==> src/rtl/adc_channel_scanner.sv <==
// rtl/adc_channel_scanner.sv - round-robin MAX10 ADC scanner with per-slot averaging, mV scaling and LED bar
//
// Ports:
//   Clk, Reset_h             clock, synchronous active-high reset
//   cmd_valid/cmd_channel    ADC command stream (held until cmd_ready)
//   cmd_ready                ADC command accepted
//   rsp_valid/rsp_channel/rsp_data  ADC response stream
//   sel_ch                   slot shown on mv_out/raw_out/leds
//   mv_out, raw_out          registered millivolt / averaged raw code of slot sel_ch
//   res_valid, res_slot      one-cycle pulse naming the slot whose result is being stored
//   leds                     LED display of slot sel_ch
//   err_mismatch, err_timeout  sticky error flags, cleared only by reset
//
// Build option: define ADC_BARGRAPH_EN to drive leds as a thermometer bar
// graph; otherwise leds shows the upper LED_W bits of the millivolt value.
module adc_channel_scanner #(
    parameter int NUM_CH      = 2,
    parameter int CH_BASE     = 1,
    parameter int AVG_LOG2    = 2,
    parameter int VREF_MV     = 5000,
    parameter int TIMEOUT_CYC = 1024,
    parameter int LED_W       = 10
) (
    input  logic             Clk,
    input  logic             Reset_h,
    output logic             cmd_valid,
    output logic [4:0]       cmd_channel,
    input  logic             cmd_ready,
    input  logic             rsp_valid,
    input  logic [4:0]       rsp_channel,
    input  logic [11:0]      rsp_data,
    input  logic [2:0]       sel_ch,
    output logic [12:0]      mv_out,
    output logic [11:0]      raw_out,
    output logic             res_valid,
    output logic [2:0]       res_slot,
    output logic [LED_W-1:0] leds,
    output logic             err_mismatch,
    output logic             err_timeout
);

    localparam int ACC_W = 12 + AVG_LOG2;
    localparam int CNT_W = AVG_LOG2 + 1;
    localparam int TMR_W = $clog2(TIMEOUT_CYC + 1);
    localparam logic [CNT_W-1:0] LAST_CNT  = CNT_W'((1 << AVG_LOG2) - 1);
    localparam logic [2:0]       LAST_SLOT = 3'(NUM_CH - 1);
    localparam logic [TMR_W-1:0] LAST_TMR  = TMR_W'(TIMEOUT_CYC - 1);

    typedef enum logic [1:0] {
        ISSUE = 2'd0,
        WAIT  = 2'd1,
        STORE = 2'd2
    } state_t;

    state_t           state;
    logic [2:0]       slot;
    logic [ACC_W-1:0] acc;
    logic [CNT_W-1:0] cnt;
    logic [TMR_W-1:0] tmr;

    // Sized for the maximum 8 slots; entries at or above NUM_CH stay zero.
    logic [11:0] raw_bank [0:7];
    logic [12:0] mv_bank  [0:7];

    logic [11:0] avg;
    logic [24:0] prod;
    logic [24:0] quo;
    logic [12:0] mv_new;
    logic        rsp_match;

    // Command channel is decoded straight from the slot register.
    assign cmd_channel = 5'(CH_BASE) + {2'b00, slot};
    assign rsp_match   = (rsp_channel == cmd_channel);

    assign avg    = 12'(acc >> AVG_LOG2);
    assign prod   = 25'(avg) * 25'(VREF_MV);
    assign quo    = prod / 25'd4095;
    assign mv_new = (quo > 25'd8191) ? 13'h1FFF : quo[12:0];

`ifdef ADC_BARGRAPH_EN
    function automatic logic [LED_W-1:0] led_map(input logic [12:0] mv);
        logic [LED_W-1:0] r;
        logic [31:0]      n;
        r = '0;
        n = (32'(mv) * 32'(LED_W)) / 32'(VREF_MV);
        if (n > 32'(LED_W)) n = 32'(LED_W);
        for (int i = 0; i < LED_W; i++) r[i] = (32'(i) < n);
        return r;
    endfunction
`else
    function automatic logic [LED_W-1:0] led_map(input logic [12:0] mv);
        return LED_W'(mv >> (13 - LED_W));
    endfunction
`endif

    // Sequencer: one outstanding command at a time. cmd_valid is forced low
    // for the first cycle after reset and raised on every entry into ISSUE.
    always_ff @(posedge Clk) begin
        if (Reset_h) begin
            state        <= ISSUE;
            slot         <= '0;
            acc          <= '0;
            cnt          <= '0;
            tmr          <= '0;
            cmd_valid    <= 1'b0;
            res_valid    <= 1'b0;
            res_slot     <= '0;
            err_mismatch <= 1'b0;
            err_timeout  <= 1'b0;
            for (int i = 0; i < 8; i++) begin
                raw_bank[i] <= '0;
                mv_bank[i]  <= '0;
            end
        end else begin
            res_valid <= 1'b0;
            case (state)
                ISSUE: begin
                    if (!cmd_valid) begin
                        cmd_valid <= 1'b1;
                    end else if (cmd_ready) begin
                        cmd_valid <= 1'b0;
                        tmr       <= '0;
                        state     <= WAIT;
                    end
                end
                WAIT: begin
                    // A response wins over a timeout on the same cycle.
                    if (rsp_valid) begin
                        if (rsp_match) begin
                            acc <= acc + ACC_W'(rsp_data);
                            cnt <= cnt + CNT_W'(1);
                            if (cnt == LAST_CNT) begin
                                state     <= STORE;
                                res_valid <= 1'b1;
                                res_slot  <= slot;
                            end else begin
                                state     <= ISSUE;
                                cmd_valid <= 1'b1;
                            end
                        end else begin
                            err_mismatch <= 1'b1;
                            state        <= ISSUE;
                            cmd_valid    <= 1'b1;
                        end
                    end else if (tmr == LAST_TMR) begin
                        err_timeout <= 1'b1;
                        state       <= ISSUE;
                        cmd_valid   <= 1'b1;
                    end else begin
                        tmr <= tmr + TMR_W'(1);
                    end
                end
                STORE: begin
                    raw_bank[slot] <= avg;
                    mv_bank[slot]  <= mv_new;
                    acc            <= '0;
                    cnt            <= '0;
                    slot           <= (slot == LAST_SLOT) ? 3'd0 : slot + 3'd1;
                    state          <= ISSUE;
                    cmd_valid      <= 1'b1;
                end
                default: begin
                    state     <= ISSUE;
                    cmd_valid <= 1'b0;
                end
            endcase
        end
    end

    // Display stage: one register after the bank or a sel_ch change.
    always_ff @(posedge Clk) begin
        if (Reset_h) begin
            mv_out  <= '0;
            raw_out <= '0;
            leds    <= '0;
        end else if ({29'b0, sel_ch} < 32'(NUM_CH)) begin
            mv_out  <= mv_bank[sel_ch];
            raw_out <= raw_bank[sel_ch];
            leds    <= led_map(mv_bank[sel_ch]);
        end else begin
            mv_out  <= '0;
            raw_out <= '0;
            leds    <= '0;
        end
    end

endmodule

==> config.mk <==
export PLATFORM = sky130hd
export DESIGN_NAME = adc_channel_scanner
export DESIGN_NICKNAME = d
export VERILOG_FILES = /design/src/rtl/adc_channel_scanner.sv
export SDC_FILE = /design/constraint.sdc
export NUM_CORES = 1
export LEC_CHECK = 0
export ABC_AREA = 0
export CORE_MARGIN = 2
export CORE_UTILIZATION = 30
export DETAILED_ROUTE_END_ITERATION = 6
export GPL_ROUTABILITY_DRIVEN = 0
export MAX_ROUTING_LAYER = met4
export PLACE_DENSITY_LB_ADDON = 0.25
export SKIP_LAST_GASP = 1
export SYNTH_ARGS = -nofsm -noshare
export SYNTH_HDL_FRONTEND = slang
export SYNTH_SLANG_ARGS = --single-unit
==> constraint.sdc <==
create_clock -name Clk -period 17.8 [get_ports Clk]
set_input_delay 3.56 -clock Clk [delete_from_list [all_inputs] [get_ports Clk]]
set_output_delay 3.56 -clock Clk [all_outputs]
set_load 0.01 [all_outputs]
==> impl_results.md, run 1 <==
* Run status: complete, no violations
* Area share of fa/ha/maj cells after synthesis at approximately an eighth
* CTS tree: yes
* HPWL after DPL at 25,000 µm
* CTS buffer count at 17
* Largest net degree at the start of global routing at 38
* Final worst slack at about 1.6 ns
* Async set-reset flop share out of synthesis at 0%
* Vias/cell at around 5.4
* Cell mode on critical path: ha_1
* #FFs+latches synth at 115
* Die ar. at 40,800 µm²
* Worst Setup Path Type: register to register
* Critical Path Source Type: register
* Synth-to-Final Area Change at 14.4%
* Largest family of logic cells by synthesized area: simple AND/OR/NAND/NOR gates
* Initial Util at 30.4%
* Worst hold endpoint: mv_out[0]$_SDFF_PP0_
* Cells after Synth at ~1,400
* CP peak stage delay at 0.82 ns
* R2R Path End: mv_bank[1][0]$_SDFFCE_PN0P_
* Register area at approximately 2800 µm²
* Hold Path Class: register to register
* Period utilisation layout at 91.3%
* Port-buffer cells at 69
* Worst reg2reg path depth at 48
* Worst vdd ir at roughly 0.000063 V
* Total negative slack at 0 ns
* Antenna Nets Post-Route at 0
* Sequential area share after synthesis at 23.8%
* Ys flop type: dfxtp_1
* Syn avg cell area at 8.24 µm²
* DR pass1 iterations at 6
* GR peak layer: met2
* RSZ-0062 raised after global routing: false
* Antenna cells at 0
* PD cells at 49.9 nW/µm²
* Drt drc at 0
* Commonest non-fill, non-tap cell in the layout: nor2_1
* Std-Cell Core Area at roughly 39,000 µm²
* CTS root buffer: clkbuf_16
* Non-Filler Cell Area, Final at around 13,000 µm²
* Placed Cells at roughly 2,000
* Worst hold slack at 0.473 ns
* Crit-path max FO at 14
* Net Count, Synth at between 1,500 and 2,000
* Utilization after layout at 34.8%
* Fin cells at ~2,000
* Total grt overflow at 0
* Die X-Extent at just over 200 µm
* WL/cell at ~16 µm
* Max frequency at just over 60 MHz
* Via count at around 11,000
* Pre-CTS setup slack at between 1 and 1.5 ns
* R2r startpoint: acc[6]$_SDFFE_PP0P_
* CTS sink cnt at 115
* Fin. max-slew vios at 0
* Mapped Area at ~12,000 µm²
* Synth Area in Compound Gates at a little under a quarter
* Final hold violation count at 0
* Post-synthesis simple-gate area fraction at between 20 and 25%
* Clk_skew at around 0.012 ns
* Clock Path Buffers at 2
* Synth Warn # at 0
* Met2 usage at approximately a quarter
* Final wirelength at 32,100 µm
* Multi-input logic area at 8310 µm²
* Reg2Reg Setup Slack at between 1.5 and 2 ns
* Die height at approximately 200 µm
* Final min period at 16.25 ns
* Number of synthesized flops with an enable pin at 50
* Mux cell area share after synthesis at around 4.4%
* Final setup viols at 0
* CP Capture Type: register
* Share of post-route cells with drive strength above 1 at 8.66%
* Tot Pwr at 671 µW
* Max_slew headroom at 30.9%
* Num rows at 72
* Cell area after placement at 12,800 µm²
* Slew @ Worst Pin at 1.03 ns
* Critical Path AT at between 15 and 20 ns
* H-tree Lvls at 4
* M3 GR Usage at 1.92%
* Min-delay src: mv_bank[0][0]$_SDFFCE_PN0P_
* Vias in the first global route at 10,400
* Leakage at approximately 5 nW
* NumNets Final at around 1,600
* # fillers at about 4,000
* Skew-Pair Late Insertion Delay at 0.41 ns
* GRT Total Usage at around 16%
* Max_cap viols at 0
* WP data required at approximately 18 ns
* Ports at 71
* Synth unique cells at ~110
* First-pass GRT wire length at ~54,000 µm
* Initial antenna violation count at 0
* Hold path cells at 2
* Xor and xnor area share after synthesis at under 10%
* Most frequent cells in the layout: 209 x nor2_1, 84 x nand2_1, 84 x ha_1
* Met1 capacity usage during global routing at about 21%
* Clock slew at reported path FFs at 0.06 ns
* Cell at the slowest stage of the critical path: a2111oi_1
* Starting DRT DRC Count at approximately 830
flip-flops by register name (all words and copies together) (netlist names):
register / flops
acc: 14
cmd_valid: 1
cnt: 3
err_mismatch: 1
err_timeout: 1
mv_bank: 26
mv_out: 13
raw_bank: 24
raw_out: 12
res_slot: 3
res_valid: 1
slot: 3
state: 2
tmr: 11
metal layers:
metal  up-vias  wire length (µm)
li1       5345                 -
met1      5106             15500
met2       241             15100
met3        38              1110
met4         0               455
met5         -                 0
where the power goes:
group	internal, mW	total (mW)	switching (mW)
combinational	0.0191	0.0422	0.0231
sequential	0.281	0.284	0.00237
clock	0.226	0.345	0.120
final cells by class:
type,instances,area share (%)
multi-input cells,1156,61.8
clock buffers,21,3.66
well taps,518,4.82
inverters,85,2.37
flip-flops and latches,115,20.8
repair buffers,78,5.64
clock inverters,11,0.893
Yosys cell counts, types with 15 or more instances:
cell type | n | area [µm²]
a21oi_1 | 77 | 385
mux2i_1 | 41 | 410
buf_2 | 17 | 85.1
nor2_1 | 209 | 785
a211oi_1 | 20 | 150
nand4_1 | 19 | 119
inv_1 | 76 | 285
or3_1 | 19 | 119
a31oi_1 | 20 | 125
nand2_1 | 84 | 315
nor3_1 | 47 | 235
o211ai_1 | 18 | 135
edfxtp_1 | 50 | 1500
dfxtp_1 | 65 | 1300
nand3_1 | 36 | 180
xnor2_1 | 43 | 377
clkbuf_1 | 39 | 146
o21ai_0 | 39 | 195
and2_1 | 16 | 100
xor2_1 | 15 | 131
and3_1 | 15 | 93.8
ha_1 | 84 | 1050
fa_1 | 24 | 480
how the worst max path moves through the flow:
stage	endpoint	slack [ns]	depth (start not counted)	start
finish	mv_bank[1][0]$_SDFFCE_PN0P_	1.55	48	acc[6]$_SDFFE_PP0P_
global route	mv_bank[1][0]$_SDFFCE_PN0P_	0.16	48	acc[6]$_SDFFE_PP0P_
CTS	mv_bank[1][0]$_SDFFCE_PN0P_	0.88	48	acc[6]$_SDFFE_PP0P_
detailed placement	mv_bank[1][0]$_SDFFCE_PN0P_	1.07	48	acc[6]$_SDFFE_PP0P_
global placement	mv_bank[1][0]$_SDFFCE_PN0P_	1.35	48	acc[7]$_SDFFE_PP0P_
floorplan	mv_bank[1][0]$_SDFFCE_PN0P_	4.89	53	acc[6]$_SDFFE_PP0P_
cells by family (layout without fill, tap and decap cells):
kind of cell,after synthesis,count (layout)
AND/OR/NAND/NOR,556,556
AO/OA/AOI/OAI,381,381
buffers and inverters,157,195
flip-flops,115,115
adder cells (fa/ha/maj),108,108
XOR/XNOR,61,61
multiplexers,49,49
other,1,1
critical path: cells and delay by family (launching register included):
family	cells	cell delay, ns
flops	1	0.48
buf+inv	4	0.42
simple gates	15	4.47
fa+ha+maj	7	2.95
compound gates	20	6.76
mux	1	0.68
xor+xnor	1	0.21
repair_timing:
action                                 in CTS  in global routing
endpoints found under the hold margin       0                  0
hold buffers                                0                  0
setup endpoints to repair                   0                  2
resized for setup                           0                  2
buffers inserted                            0                  3
Note: power is estimated with default switching activity, not from simulation.
==> inputs of run 2 (changes only) <==
CELL_PAD_IN_SITES_DETAIL_PLACEMENT = 2   (was default)
CELL_PAD_IN_SITES_GLOBAL_PLACEMENT = 2   (was default)
==> run 2 against run 1 <==
Against the previous run: critical path depth is the same; sequential share of layout area is essentially flat; sequential power is essentially flat; critical endpoint is now mv_bank[0][0]$_SDFFCE_PN0P_.
==> impl_results.md, run 2 (synthesized netlist as in run 1, its figures left out) <==
* Vias in the first global route at about 12,000
* Met1 capacity usage during global routing at 26.4%
* Total grt overflow at 0
* Min-delay src: raw_bank[0][9]$_SDFFCE_PN0P_
* Largest Register: mv_bank
* CTS sink cnt at between 100 and 150
* Vias/cell at roughly 5.6
* # fillers at ~4,300
* NumNets Final at 1,589
* WP data required at around 18 ns
* Final min period at roughly 16 ns
* Initial Util at between 30% and 40%
* Slew @ Worst Pin at 1.12 ns
* Starting DRT DRC Count at 390
* Final wirelength at around 41,000 µm
* Antenna cells at 0
* DR pass1 iterations at 4
* Most frequent cells in the layout: 209 x nor2_1, 84 x nand2_1, 84 x ha_1
* CTS buffer count at 17
* Cell at the slowest stage of the critical path: nor3_1
* Worst vdd ir at 0.0000436 V
* Commonest non-fill, non-tap cell in the layout: nor2_1
* Max frequency at about 61 MHz
* Clock slew at reported path FFs at around 0.060 ns
* Worst Setup Path Type: register to register
* GRT Total Usage at between 20% and 30%
* Hold Path Class: register to register
* Die height at ~200 µm
* Top flop regs: mv_bank (26), raw_bank (24), acc (14)
* Hold_buf cts at 0
* Skew-Pair Late Insertion Delay at approximately 0.43 ns
* Clock Path Buffers at 2
* Drt drc at 0
* Die X-Extent at 202 µm
* GR peak layer: met2
* Fin. max-slew vios at 0
* H-tree Lvls at 4
* Cell area after placement at 12,800 µm²
* Num rows at 72
* Non-Filler Cell Area, Final at roughly 13,000 µm²
* Initial antenna violation count at 0
* Worst reg2reg path depth at 48
* Period utilisation layout at a little over 90%
* Tot Pwr at 661 µW
* Total negative slack at 0 ns
* Leakage at ~5 nW
* Final worst slack at 1.40 ns
* CTS root buffer: clkbuf_16
* PD cells at ~49 nW/µm²
* Ports at 71
* CP peak stage delay at 0.73 ns
* Hold path cells at 2
* Run status: complete, no violations
* Critical Path AT at between 15 and 20 ns
* Worst hold endpoint: raw_out[9]$_SDFF_PP0_
* Die ar. at between 40,000 and 50,000 µm²
* Reg2Reg Setup Slack at between 1 and 1.5 ns
* Max_slew headroom at 25.4%
* Std-Cell Core Area at 38,600 µm²
* Antenna Nets Post-Route at 0
* Port-buffer cells at between 60 and 70
* WL/cell at 20.4 µm
* Final hold violation count at 0
* CP Capture Type: register
* R2r startpoint: acc[7]$_SDFFE_PP0P_
* CTS tree: yes
* Clk_skew at about 0.0090 ns
* First-pass GRT wire length at approximately 66,000 µm
* Placed Cells at 1,953
* HPWL after DPL at about 32,000 µm
* Largest register FFs at 26
* Max_cap viols at 0
* Largest net degree at the start of global routing at 38
* R2R Path End: mv_bank[0][0]$_SDFFCE_PN0P_
* Fin cells at just under 2,000
* Final setup viols at 0
* Via count at between 10,000 and 15,000
* M3 GR Usage at under 10%
* Pre-CTS setup slack at roughly 0.42 ns
* Synth-to-Final Area Change at 14.4%
* Critical Path Source Type: register
* Share of post-route cells with drive strength above 1 at a little under 9%
* Crit-path max FO at 12
* Met2 usage at a little over a third
[run 2: changes by cell type in the layout (fill, tap and decap cells not counted), sizes merged]
cell | previous run | this run
bufinv | 2 | 1
clkinvlp | 0 | 1
buf | 9 | 13
clkinv | 12 | 15
clkbuf | 21 | 20
inv | 82 | 80
[run 2: power by group]
group / total (mW) / internal, mW / switching (mW)
Sequential: 0.284 / 0.281 / 0.00291
Combinational: 0.0440 / 0.0192 / 0.0248
Clock: 0.333 / 0.207 / 0.126
Total: 0.661 / 0.508 / 0.153
[run 2: through the flow]
| step | hold WS [ns] | utilization [%] |
|---|---|---|
| after detailed placement | 0.474 | 33.2 |
| after global routing | 0.524 | 34.8 |
| after floorplan | 0.453 | - |
| after global placement | 0.455 | 33.2 |
| final | 0.482 | 34.8 |
| after CTS | 0.482 | 34.7 |
[run 2: timing repair]
item / 4_1_cts / 5_1_grt
hold endpoints to repair: 0 / 0
setup endpoints to repair: 0 / 6
gates resized for setup: 0 / 3
setup buffers: 0 / 3
[run 2: critical path: cells and delay by family (launching register included)]
family | cells | cell delay, ns
simple gates | 18 | 6.11
fa+ha+maj | 7 | 2.87
buf+inv | 4 | 0.41
compound gates | 19 | 6.17
flops | 1 | 0.49
[run 2: how the worst max path moves through the flow]
| stage | start | end | slack (ns) | cells past startpoint |
|---|---|---|---|---|
| finish | acc[7]$_SDFFE_PP0P_ | mv_bank[0][0]$_SDFFCE_PN0P_ | 1.40 | 48 |
| global route | acc[7]$_SDFFE_PP0P_ | mv_bank[0][0]$_SDFFCE_PN0P_ | -0.005 | 49 |
| CTS | acc[7]$_SDFFE_PP0P_ | mv_bank[0][0]$_SDFFCE_PN0P_ | 0.35 | 48 |
| detailed placement | acc[7]$_SDFFE_PP0P_ | mv_bank[0][0]$_SDFFCE_PN0P_ | 0.42 | 48 |
| global placement | acc[7]$_SDFFE_PP0P_ | mv_bank[0][0]$_SDFFCE_PN0P_ | 0.77 | 48 |
| floorplan | acc[6]$_SDFFE_PP0P_ | mv_bank[1][0]$_SDFFCE_PN0P_ | 4.89 | 53 |
[run 2: layout make-up]
type | count | area, µm² | area share [%]
flip-flops and latches | 115 | 2800 | 20.8
clock inverters | 12 | 101 | 0.753
inverters | 85 | 319 | 2.37
repair buffers | 82 | 788 | 5.86
clock buffers | 20 | 479 | 3.56
multi-input cells | 1156 | 8320 | 61.8
well taps | 518 | 648 | 4.82
[run 2: metal layers]
metal / vias to the layer above / share of wire (%) / wire length [µm]
met5: - / 0 / 0
met4: 0 / 1.5 / 611
met3: 47 / 1.9 / 759
met2: 118 / 49 / 19800
met1: 5562 / 48 / 19400
li1: 5350 / - / -
==> inputs of run 3 (changes only) <==
CAP_MARGIN = 20   (was default)
==> run 3 against run 2 <==
Against the previous run: hold slack improved by 0.00084 ns; utilization rose by 0.20 points; register-to-register slack improved by 0.15 ns; total power rose by 0.20%; critical path type unchanged; largest cell class unchanged.
==> impl_results.md, run 3 (synthesized netlist as in run 1, its figures left out) <==
* Run status: complete, no violations
* Largest Register: mv_bank
* Leakage at ~5 nW
* First-pass GRT wire length at roughly 66,000 µm
* Starting DRT DRC Count at ~410
* Final wirelength at roughly 41,000 µm
* Cell mode on critical path: ha_1
* WP data required at about 18 ns
* Hold Path Class: register to register
* Worst Setup SP: acc[7]$_SDFFE_PP0P_
* CP peak stage delay at 0.73 ns
* Total grt overflow at 0
* Die height at around 200 µm
* HPWL after DPL at ~32,000 µm
* Max frequency at just over 60 MHz
* Utilization after layout at 35.0%
* Crit-path max FO at 12
* Largest net degree at the start of global routing at 38
* Synth-to-Final Area Change at 15.1%
* PD cells at around 50 nW/µm²
* Vias in the first global route at 12,000
* Num rows at 72
* Commonest non-fill, non-tap cell in the layout: nor2_1
* Final setup viols at 0
* Antenna Nets Post-Route at 0
* Antenna cells at 0
* RSZ-0062 raised after global routing: false
* Largest register FFs at 26
* Min-delay src: raw_bank[0][9]$_SDFFCE_PN0P_
* Tot Pwr at 663 µW
* Clock slew at reported path FFs at about 0.06 ns
* Drt drc at 0
* Port-buffer cells at just under 70
* # fillers at 4,346
* Initial antenna violation count at 0
* Die ar. at ~41,000 µm²
* Total negative slack at 0 ns
* Ports at 71
* Hold_buf cts at 0
* CTS buffer count at 17
* Cell at the slowest stage of the critical path: nor3_1
* Period utilisation layout at about 91%
* WL/cell at 20.5 µm
* Via count at between 10,000 and 15,000
* DR pass1 iterations at 6
* Worst vdd ir at ~0.000059 V
* Final min period at between 15 and 20 ns
* Most frequent cells in the layout: 209 x nor2_1, 84 x nand2_1, 84 x ha_1
* Vias/cell at around 5.6
* GRT Total Usage at 20.7%
* Critical Path AT at between 15 and 20 ns
* Clk_skew at 0.0117 ns
* Final hold violation count at 0
* Max_slew headroom at 32.3%
* Initial Util at ~30%
* CTS tree: yes
* CTS root buffer: clkbuf_16
* Die X-Extent at roughly 200 µm
* R2r startpoint: acc[7]$_SDFFE_PP0P_
* H-tree Lvls at 4
* NumNets Final at 1,593
* Slew @ Worst Pin at a little over 1 ns
* Top flop regs: mv_bank (26), raw_bank (24), acc (14)
* CP Capture Type: register
* Fin. max-slew vios at 0
* Skew-Pair Late Insertion Delay at between 0.4 and 0.5 ns
* CTS sink cnt at between 100 and 150
* Final worst slack at 1.55 ns
* Critical Path Source Type: register
* Share of post-route cells with drive strength above 1 at about 9%
* Max_cap viols at 0
* Clock Path Buffers at 2
* Std-Cell Core Area at 38,600 µm²
* Worst Setup Path Type: register to register
* Pre-CTS setup slack at around 0.42 ns
[run 3: area by class of cell]
class / count / area (µm²) / share of cell area (%)
Clock buffer: 20 / 479 / 3.54
Clock inverter: 12 / 101 / 0.749
Inverter: 85 / 319 / 2.36
Multi-Input combinational cell: 1156 / 8310 / 61.4
Sequential cell: 115 / 2800 / 20.7
Tap cell: 518 / 648 / 4.79
Timing Repair Buffer: 86 / 871 / 6.44
[run 3: worst paths after layout]
| check | to | slack, ns | cells after the start |
|---|---|---|---|
| worst max register to register | mv_bank[1][0]$_SDFFCE_PN0P_ | 1.55 | 49 |
| worst max-delay path | mv_bank[1][0]$_SDFFCE_PN0P_ | 1.55 | 49 |
| worst min register to register | raw_out[9]$_SDFF_PP0_ | 0.48 | 2 |
| worst min-delay path | raw_out[9]$_SDFF_PP0_ | 0.48 | 2 |
[run 3: repair_timing]
item                                    4_1_cts  5_1_grt
endpoints found under the hold margin         0        0
setup buffers                                 0        4
endpoints found under the setup margin        0        2
resized for setup                             0        2
[run 3: routing by layer]
layer	global-route usage [%]	part of all wire [%]	up-vias
li1	-	-	5361
met1	26.4	48	5561
met2	35.3	49	123
met3	1.81	1.9	44
met4	5.07	1.5	0
met5	-	0	-
[run 3: critical path: cells and delay by family, from the launching register on]
kind	cells	cell delay [ns]
fa+ha+maj	7	2.88
flops	1	0.50
compound gates	19	6.15
simple gates	18	5.70
buf+inv	5	0.68
[run 3: through the flow]
| stage | hold WS (ns) | instance area (µm²) | std cells |
|---|---|---|---|
| floorplan | 0.453 | 11800 | 1428 |
| global placement | 0.455 | 12800 | 1953 |
| detailed placement | 0.474 | 12800 | 1953 |
| CTS | 0.482 | 13400 | 1985 |
| global route | 0.528 | 13500 | 1992 |
| finish | 0.483 | 13500 | 1992 |
[run 3: power breakdown]
group          switching [mW]  total [mW]  internal, mW
clock network           0.127       0.334         0.208
logic                  0.0250      0.0442        0.0192
registers             0.00300       0.284         0.281
